## src/rtl/data_sram_confreg_if.sv

```systemverilog
// Data SRAM access port between the core (master) and a memory-mapped target (slave).
// One access per cycle; rdata is registered by the target and valid one cycle later.
interface data_sram_confreg_if;
    logic        en;
    logic [3:0]  wen;
    logic [31:0] addr;
    logic [31:0] wdata;
    logic [31:0] rdata;

    modport master (output en, wen, addr, wdata, input rdata);
    modport slave  (input en, wen, addr, wdata, output rdata);
endinterface

```

## src/rtl/data_sram_confreg.sv

```systemverilog
// Configuration-register responder on the data SRAM port: LED, NUM, SWITCH, SCRATCH,
// and a free-running TIMER with a sticky COMPARE-match interrupt. Read data is registered.
module data_sram_confreg #(
    parameter logic [31:0] BASE = 32'hBFAF_0000
) (
    input  logic                      clk,
    input  logic                      rst,
    data_sram_confreg_if.slave        bus,
    input  logic [7:0]                switch,
    output logic [15:0]               led,
    output logic [31:0]               num_data,
    output logic                      timer_int
);

    localparam logic [15:0] OFF_LED     = 16'hF000;
    localparam logic [15:0] OFF_NUM     = 16'hF004;
    localparam logic [15:0] OFF_SWITCH  = 16'hF008;
    localparam logic [15:0] OFF_SCRATCH = 16'hF010;
    localparam logic [15:0] OFF_TIMER   = 16'hE000;
    localparam logic [15:0] OFF_COMPARE = 16'hE004;

    typedef enum logic [2:0] {
        SEL_NONE,
        SEL_LED,
        SEL_NUM,
        SEL_SWITCH,
        SEL_SCRATCH,
        SEL_TIMER,
        SEL_COMPARE
    } reg_sel_e;

    reg_sel_e    sel;
    logic [15:0] offset;
    logic        in_window;
    logic        is_write;
    logic [31:0] read_val;
    logic [31:0] wr_merged;

    logic [31:0] num_q;
    logic [31:0] scratch_q;
    logic [31:0] timer_q;
    logic [31:0] compare_q;
    logic [7:0]  switch_meta;
    logic [7:0]  switch_sync;

    // Byte-lane merge of write data over the register's current contents.
    function automatic logic [31:0] merge_bytes(input logic [31:0] old_val,
                                                input logic [31:0] new_val,
                                                input logic [3:0]  be);
        logic [31:0] result;
        for (int i = 0; i < 4; i++) begin
            result[8*i +: 8] = be[i] ? new_val[8*i +: 8] : old_val[8*i +: 8];
        end
        return result;
    endfunction

    assign offset    = bus.addr[15:0] & 16'hFFFC;
    assign in_window = (bus.addr[31:16] == BASE[31:16]);
    assign is_write  = bus.en && (bus.wen != 4'b0000);

    always_comb begin
        // NOTE: every output of a combinational block gets a default first, so no path
        // leaves it unassigned and no latch is inferred.
        sel = SEL_NONE;
        if (in_window) begin
            case (offset)
                OFF_LED:     sel = SEL_LED;
                OFF_NUM:     sel = SEL_NUM;
                OFF_SWITCH:  sel = SEL_SWITCH;
                OFF_SCRATCH: sel = SEL_SCRATCH;
                OFF_TIMER:   sel = SEL_TIMER;
                OFF_COMPARE: sel = SEL_COMPARE;
                default:     sel = SEL_NONE;
            endcase
        end
    end

    // Pre-edge value of the addressed register; unmapped and out-of-window read as zero.
    always_comb begin
        read_val = 32'h0;
        case (sel)
            SEL_LED:     read_val = {16'h0, led};
            SEL_NUM:     read_val = num_q;
            SEL_SWITCH:  read_val = {24'h0, switch_sync};
            SEL_SCRATCH: read_val = scratch_q;
            SEL_TIMER:   read_val = timer_q;
            SEL_COMPARE: read_val = compare_q;
            default:     read_val = 32'h0;
        endcase
    end

    assign wr_merged = merge_bytes(read_val, bus.wdata, bus.wen);

    // Read-during-write returns the old value because read_val is sampled pre-edge.
    always_ff @(posedge clk or posedge rst) begin
        // NOTE: sequential state uses non-blocking assignments so every flop samples
        // the pre-edge values regardless of block ordering.
        if (rst) begin
            bus.rdata <= 32'h0;
        end else if (bus.en) begin
            bus.rdata <= read_val;
        end
    end

    always_ff @(posedge clk or posedge rst) begin
        if (rst) begin
            led       <= 16'h0;
            num_q     <= 32'h0;
            scratch_q <= 32'h0;
            compare_q <= 32'hFFFF_FFFF;
        end else if (is_write) begin
            case (sel)
                SEL_LED:     led       <= wr_merged[15:0];
                SEL_NUM:     num_q     <= wr_merged;
                SEL_SCRATCH: scratch_q <= wr_merged;
                SEL_COMPARE: compare_q <= wr_merged;
                default:     ;
            endcase
        end
    end

    assign num_data = num_q;

    // A TIMER write replaces that cycle's increment.
    always_ff @(posedge clk or posedge rst) begin
        if (rst) begin
            timer_q <= 32'h0;
        end else if (is_write && (sel == SEL_TIMER)) begin
            timer_q <= wr_merged;
        end else begin
            timer_q <= timer_q + 32'd1;
        end
    end

    // Clear on any COMPARE write takes priority over a coincident match.
    always_ff @(posedge clk or posedge rst) begin
        if (rst) begin
            timer_int <= 1'b0;
        end else if (is_write && (sel == SEL_COMPARE)) begin
            timer_int <= 1'b0;
        end else if (timer_q == compare_q) begin
            timer_int <= 1'b1;
        end
    end

    always_ff @(posedge clk or posedge rst) begin
        if (rst) begin
            switch_meta <= 8'h0;
            switch_sync <= 8'h0;
        end else begin
            switch_meta <= switch;
            switch_sync <= switch_meta;
        end
    end

endmodule

```

## src/flat_wrapper.sv

```systemverilog
// flat-port wrapper written by rule: the top's interface ports become plain ports
module data_sram_confreg_flat 
#(
    parameter logic [31:0] BASE = 32'hBFAF_0000
)
  (clk, rst, switch, led, num_data, timer_int, bus_en, bus_wen, bus_addr, bus_wdata, bus_rdata);
  data_sram_confreg_if bus_i ();
  input  logic clk;
  input  logic rst;
  input  logic [7:0] switch;
  output logic [15:0] led;
  output logic [31:0] num_data;
  output logic timer_int;
  input wire logic [$bits(bus_i.en)-1:0] bus_en;
  input wire logic [$bits(bus_i.wen)-1:0] bus_wen;
  input wire logic [$bits(bus_i.addr)-1:0] bus_addr;
  input wire logic [$bits(bus_i.wdata)-1:0] bus_wdata;
  output wire logic [$bits(bus_i.rdata)-1:0] bus_rdata;
  assign bus_i.en = bus_en;
  assign bus_i.wen = bus_wen;
  assign bus_i.addr = bus_addr;
  assign bus_i.wdata = bus_wdata;
  assign bus_rdata = bus_i.rdata;
  data_sram_confreg #(.BASE(BASE)) u_core (.clk(clk), .rst(rst), .bus(bus_i), .switch(switch), .led(led), .num_data(num_data), .timer_int(timer_int));
endmodule
```

## config.mk

```make
export PLATFORM = sky130hd
export DESIGN_NAME = data_sram_confreg_flat
export DESIGN_NICKNAME = d
export VERILOG_FILES = /design/src/rtl/data_sram_confreg_if.sv /design/src/rtl/data_sram_confreg.sv /design/src/flat_wrapper.sv
export SDC_FILE = /design/constraint.sdc
export NUM_CORES = 1
export LEC_CHECK = 0
export CAP_MARGIN = 20
export CORE_ASPECT_RATIO = 1.2
export CORE_MARGIN = 1.5
export CORE_UTILIZATION = 50
export CTS_BUF_LIST = sky130_fd_sc_hd__clkbuf_8
export DETAILED_ROUTE_END_ITERATION = 8
export HOLD_SLACK_MARGIN = 0.05
export PLACE_DENSITY = 0.76
export SLEW_MARGIN = 20
export SYNTH_ARGS = -nofsm -noshare
export SYNTH_HDL_FRONTEND = slang
export SYNTH_SLANG_ARGS = --single-unit
```

## constraint.sdc

```tcl
create_clock -name clk -period 10.46 [get_ports clk]
set_input_delay 2.092 -clock clk [delete_from_list [all_inputs] [get_ports clk]]
set_output_delay 2.092 -clock clk [all_outputs]
set_load 0.02 [all_outputs]
```

==> results of run 1 <==
==> cell usage in the layout, fill, tap and decap left out, types with 9 or more instances in the layout <==
cell	n
nor4_1	9
nand3_1	64
inv_1	25
mux2_2	22
mux2i_1	19
dfrtp_1	161
a22oi_1	21
dfstp_2	32
clkbuf_8	18
clkdlybuf4s50_1	156
o31ai_1	26
nor2b_1	11
a21oi_1	58
nor2_1	137
a31oi_1	39
buf_4	12
nand2_1	98
xnor2_1	56
o21ai_0	67
o22ai_1	21
nand4_1	19
==> area by class of cell <==
type	count	area (sq um)
clock buffer	18	248
fill	1712	7500
multi-input combinational	788	4790
sequential	193	4870
inverter	23	93.8
tap	261	327
clock inverter	14	119
timing repair buffer	171	1670
==> stage by stage <==
| step | area [sq um] | instances |
|---|---|---|
| 2_1_floorplan | 10000 | 1069 |
| 3_3_place_gp | 11700 | 1434 |
| 3_5_place_dp | 11700 | 1434 |
| 4_1_cts | 12100 | 1466 |
| 5_1_grt | 12100 | 1468 |
| 6_report | 12100 | 1468 |
==> Yosys cell counts (5+ instances only) <==
library cell	number	area (sq um)
o21ai_0	67	335
dfstp_2	32	841
and3_1	6	37.5
a31o_2	7	61.3
a22oi_1	21	158
nand3_1	64	320
and4_1	5	43.8
xnor2_1	56	490
mux2_2	22	248
nor2_1	138	518
nor3_1	9	45.0
and2_1	8	50.1
clkbuf_1	46	173
nor2b_1	11	68.8
or4_1	6	45.0
nor4_1	10	62.6
inv_1	23	86.3
a31oi_1	39	244
nand4_1	19	119
dfrtp_1	161	4030
xor2_1	6	52.6
nand2_1	98	368
o31ai_1	26	195
mux2i_1	19	190
o22ai_1	21	131
buf_2	15	75.1
a21oi_1	58	290
==> power groups by stage <==
stage	clock network, W	registers (W)	logic [W]
floorplan	0	0.000766	0.0000373
CTS	0.000470	0.000752	0.0000865
global route	0.000501	0.000752	0.0000943
detailed placement	0	0.000766	0.0000861
global placement	0	0.000766	0.0000855
finish	0.000465	0.000752	0.0000867
==> routing by layer <==
metal / routed length (um) / part of all wire (%) / GRT usage (%)
met5: 0 / 0 / 0
met4: 688 / 2.3 / 10.5
met3: 2390 / 8.0 / 4.74
met2: 14600 / 49 / 49.4
met1: 12100 / 41 / 38.3
==> worst register-to-register path, cell delays in order (launching register included) <==
cell	delay, ps
dfrtp_1	490
nand4_1	220
nor4_1	760
nand3_1	380
nor2_1	240
xor2_1	160
nor2_1	60
a31oi_1	170
==> flip-flops by register name, indices dropped and copies added (netlist names) <==
| register | flops |
|---|---|
| u_core.bus.rdata | 32 |
| u_core.compare_q | 32 |
| u_core.led | 16 |
| u_core.num_data | 32 |
| u_core.scratch_q | 32 |
| u_core.switch_meta | 8 |
| u_core.switch_sync | 8 |
| u_core.timer_int | 1 |
| u_core.timer_q | 32 |
==> path summary, 6_finish.rpt <==
kind                       depth (start not counted)                    end                   from  slack, ps
setup / recovery                                   7    u_core.bus.rdata[6]            bus_addr[4]       4770
hold / removal                                     0  u_core.switch_sync[7]  u_core.switch_meta[7]        350
setup reg to reg                                   7     u_core.timer_q[30]     u_core.timer_q[14]       7900
hold reg to reg                                    0  u_core.switch_sync[7]  u_core.switch_meta[7]        350
max in group asynchronous                          3     u_core.timer_q[13]                    rst       7110
min in group asynchronous                          2   u_core.bus.rdata[27]                    rst       2150
==> cells by family (layout without fill, tap and decap cells) <==
kind of cell,after synthesis,count (layout),share of synthesized area [%]
xor gates and xnor gates,62,62,5.42
and+or+nand+nor,403,403,19.6
DFF,193,193,48.6
buffers and inverters,88,226,3.64
AOI/OAI and AO/OA,281,281,18.2
adders and majority gates,1,1,0.125
muxes,41,41,4.38
==> impl_metrics.env, run 1 <==
export IMPL_status="complete, no violations"
export IMPL_drt_drc_violations_left=0
export IMPL_finalSetupViolCount=0
export IMPL_fin_setup_tns_ps=0
export IMPL_row_count=56
export IMPL_ys_seq_elements=193
export IMPL_drt_total_wl_um=29700
export IMPL_die_area_sq_um=20900
export IMPL_combPwrFrac_pct=6.7
export IMPL_irDropWorstVdd_v=0.0000813
export IMPL_io_buffers=157
export IMPL_cts_max_level=4
export IMPL_syn_inst=1069
export IMPL_p_sw_share_pct=24.8
export IMPL_p_int_w=0.000980
export IMPL_clkPwrFrac_pct=35.6
export IMPL_antenna_found_initial=0
export IMPL_ys_seq_area_share_pct=48.7
export IMPL_cts_buffers=17
export IMPL_firstDrtPassIters=6
export IMPL_critPathKind="input pin to flop"
export IMPL_crit_chain="clkdlybuf4s50_1 -> or4_4 -> or4_1 -> o21ai_1 -> nor3_1 -> a221oi_1 -> a31oi_1"
export IMPL_synth_edf_count=0
export IMPL_nets=1274
export IMPL_grt_pass1_vias=8703
export IMPL_grt_max_degree=116
export IMPL_p_total_w=0.00130
export IMPL_endpoint_kind="flop"
export IMPL_grt_pass1_wl_um=47400
export IMPL_final_util_pct=61.8
export IMPL_min_path_type="flop to flop"
export IMPL_fp_dieW_um=132
export IMPL_worst_slack_ps=4770
export IMPL_vias=8949
export IMPL_crit_slowest_cell="o21ai_1"
export IMPL_power_leakage_nw=4.70
export IMPL_antenna_cells=0
export IMPL_critPathMaxFanout=12
export IMPL_tightest_slew_ps=1110
export IMPL_track_usage_pct=29.3
export IMPL_crit_arrival_ps=6020
export IMPL_initial_utilization_pct=51.0
export IMPL_wl_per_cell_um=20.3
export IMPL_cap_violations=0
export IMPL_synthToLayoutAreaGrowth_pct=21.1
export IMPL_grt_setup_unrepaired="no"
export IMPL_async_reset_ff_share_pct=100
export IMPL_worst_hold_slack_ps=355
export IMPL_power_switching_w=0.000323
export IMPL_clock_sinks=193
export IMPL_cts_tree="done"
export IMPL_die_h_um=158
export IMPL_syn_num_nets=1149
export IMPL_slew_viol_final=0
export IMPL_period_needed_ps=5690
export IMPL_power_frac_seq_pct=57.7
export IMPL_ctsResizeCount=0
export IMPL_insertion_delay_ps=490
export IMPL_holdBufCountCts=0
export IMPL_pre_cts_ws_ps=4210
export IMPL_postSynthAreaPerCell_sq_um=9.36
export IMPL_grt_overflow=0
export IMPL_cts_clk_slew_worst_paths_ps=90
export IMPL_timing_critical_path_buf_inv=1
export IMPL_synthDistinctLibCells=69
export IMPL_slowest_delay_ps=860
export IMPL_maxSlewHeadroom_pct=25.3
export IMPL_worstPathRequired_ps=10800
export IMPL_p_per_area_nw_per_um2=108
export IMPL_finalHoldViolations=0
export IMPL_io_pins=160
export IMPL_syn_cell_area_sq_um=10000
export IMPL_postRouteAntennaNets=0
export IMPL_cts_root_buffer="clkbuf_8"
export IMPL_gp_congestion=0.912
export IMPL_core_sq_um=19600
export IMPL_fin_crit_sh_pct=54.4
export IMPL_hpwl_um=20600
export IMPL_clock_skew_ps=11.2
export IMPL_synth_ff_type="dfrtp_1"
export IMPL_start_kind="input pin"
export IMPL_post_cts_setup_buffers=0
export IMPL_critical_path_top_delay_family="compound AO/OA/AOI/OAI gates"
export IMPL_dr_first_iter_drc_count=862
export IMPL_ys_warn_count=0
export IMPL_clk_path_buf_depth=2
export IMPL_max_freq_ghz=0.176
export IMPL_drive_gt1_share_pct=11.3
export IMPL_vias_per_cell=6.10
(Power assumes the default switching activity.)
==> run 2: changes to the inputs <==
==> constraint.sdc (replaced) <==
create_clock -name clk -period 5.35 [get_ports clk]
set_input_delay 1.07 -clock clk [delete_from_list [all_inputs] [get_ports clk]]
set_output_delay 1.07 -clock clk [all_outputs]
set_load 0.02 [all_outputs]
==> impl_metrics.env, run 2 (same netlist as run 1, synthesis figures left out) <==
export IMPL_vias=9096
export IMPL_final_cell_mix="dfrtp_1, clkdlybuf4s50_1, nor2_1, nand2_1, o21ai_0"
export IMPL_row_count=56
export IMPL_irDropWorstVdd_v=0.000151
export IMPL_cts_root_buffer="clkbuf_8"
export IMPL_insertion_delay_ps=480
export IMPL_period_needed_ps=4040
export IMPL_layout_commonest_cell="dfrtp_1"
export IMPL_clk_path_buf_depth=2
export IMPL_min_path_cells=0
export IMPL_fp_dieW_um=132
export IMPL_drive_gt1_share_pct=12.1
export IMPL_final_util_pct=62.5
export IMPL_firstDrtPassIters=6
export IMPL_fin_crit_sh_pct=75.5
export IMPL_hp_start="u_core.switch_meta[1]"
export IMPL_r2r_start="u_core.timer_q[15]"
export IMPL_hold_end="u_core.switch_sync[1]"
export IMPL_maxSlewHeadroom_pct=29.8
export IMPL_wl_per_cell_um=20.3
export IMPL_drt_drc_violations_left=0
export IMPL_finalSetupViolCount=0
export IMPL_max_freq_ghz=0.248
export IMPL_crit_arrival_ps=4420
export IMPL_io_buffers=157
export IMPL_ctsResizeCount=0
export IMPL_tightest_slew_ps=1050
export IMPL_io_pins=160
export IMPL_cap_violations=0
export IMPL_grt_setup_unrepaired="no"
export IMPL_start_kind="input pin"
export IMPL_worstPathRequired_ps=5730
export IMPL_cts_tree="done"
export IMPL_p_per_area_nw_per_um2=212
export IMPL_nets=1286
export IMPL_pre_cts_ws_ps=928
export IMPL_cts_max_level=4
export IMPL_clock_sinks=193
export IMPL_holdBufCountCts=0
export IMPL_initial_utilization_pct=51.0
export IMPL_grt_overflow=0
export IMPL_synthToLayoutAreaGrowth_pct=22.6
export IMPL_critPathKind="input pin to flop"
export IMPL_grt_pass1_wl_um=47300
export IMPL_clock_skew_ps=12.2
export IMPL_post_cts_setup_buffers=0
export IMPL_track_usage_pct=29.1
export IMPL_r2r_end="u_core.timer_q[30]"
export IMPL_min_path_type="flop to flop"
export IMPL_grt_pass1_vias=8692
export IMPL_gp_congestion=0.917
export IMPL_finalHoldViolations=0
export IMPL_hpwl_um=21100
export IMPL_worst_slack_ps=1310
export IMPL_core_sq_um=19600
export IMPL_power_leakage_nw=4.77
export IMPL_dr_first_iter_drc_count=778
export IMPL_r2r_worst_path_cells=7
export IMPL_critPathMaxFanout=17
export IMPL_grt_max_degree=117
export IMPL_fin_setup_tns_ps=0
export IMPL_drt_total_wl_um=30000
export IMPL_antenna_found_initial=0
export IMPL_p_total_w=0.00260
export IMPL_timing_reg2reg_setup_slack_ps=2780
export IMPL_cts_buffers=17
export IMPL_cts_clk_slew_worst_paths_ps=90
export IMPL_postRouteAntennaNets=0
export IMPL_worst_hold_slack_ps=355
export IMPL_endpoint_kind="flop"
export IMPL_vias_per_cell=6.15
export IMPL_status="complete, no violations"
export IMPL_die_h_um=158
export IMPL_slew_viol_final=0
export IMPL_die_area_sq_um=20900
export IMPL_antenna_cells=0
-- run 2: cell types whose count changed in the layout (fill, tap and decap cells not counted), sizes merged --
cell / delta
buf: +13
clkbuf: +4
inv: -3
clkinv: -2
-- run 2: worst max path at each step --
stage                     start             endpoint  slack [ps]  depth (start not counted)
floorplan                   rst  u_core.bus.rdata[0]        1820                          1
global placement    bus_addr[2]   u_core.num_data[9]         910                          7
detailed placement  bus_addr[2]   u_core.num_data[7]         930                          6
CTS                 bus_addr[2]   u_core.num_data[7]        1410                          6
global route        bus_addr[2]  u_core.compare_q[0]        1140                          7
finish              bus_addr[2]   u_core.num_data[7]        1310                          6
-- run 2: layout make-up --
class / instances / area, sq um
Clock buffer: 23 / 317
Clock inverter: 9 / 78.8
Fill cell: 1634 / 7350
Inverter: 23 / 90.1
Multi-Input combinational cell: 788 / 4790
Sequential cell: 193 / 4870
Tap cell: 261 / 327
Timing Repair Buffer: 183 / 1800
-- run 2: power by group --
group,internal (W),total [W],switching (W),leakage (nW)
sequential,0.00147,0.00147,0.00000359,2.51
combinational,0.0000734,0.000173,0.0000995,2.06
clock,0.000440,0.000957,0.000517,0.203
-- run 2: metal layers --
layer  routed length, um  track usage [%]  vias up  share of wire (%)
met5                   0                0        -                  0
met4                 763             10.8        0                2.5
met3                2380             5.00       69                7.9
met2               14500             48.9      458                 48
met1               12300             38.0     4428                 41
li1                    -                -     4141                  -
-- run 2: critical path: stages --
cell             delay, ps
clkdlybuf4s50_1        920
nand2b_1               250
nor4_1                 410
and2_1                 720
nand3_1                660
o21ai_0                380
-- run 2: metrics by stage --
step	cell area [sq um]	std cells
2_1_floorplan	10000	1069
3_3_place_gp	11900	1448
3_5_place_dp	11900	1448
4_1_cts	12300	1480
5_1_grt	12300	1480
6_report	12300	1480
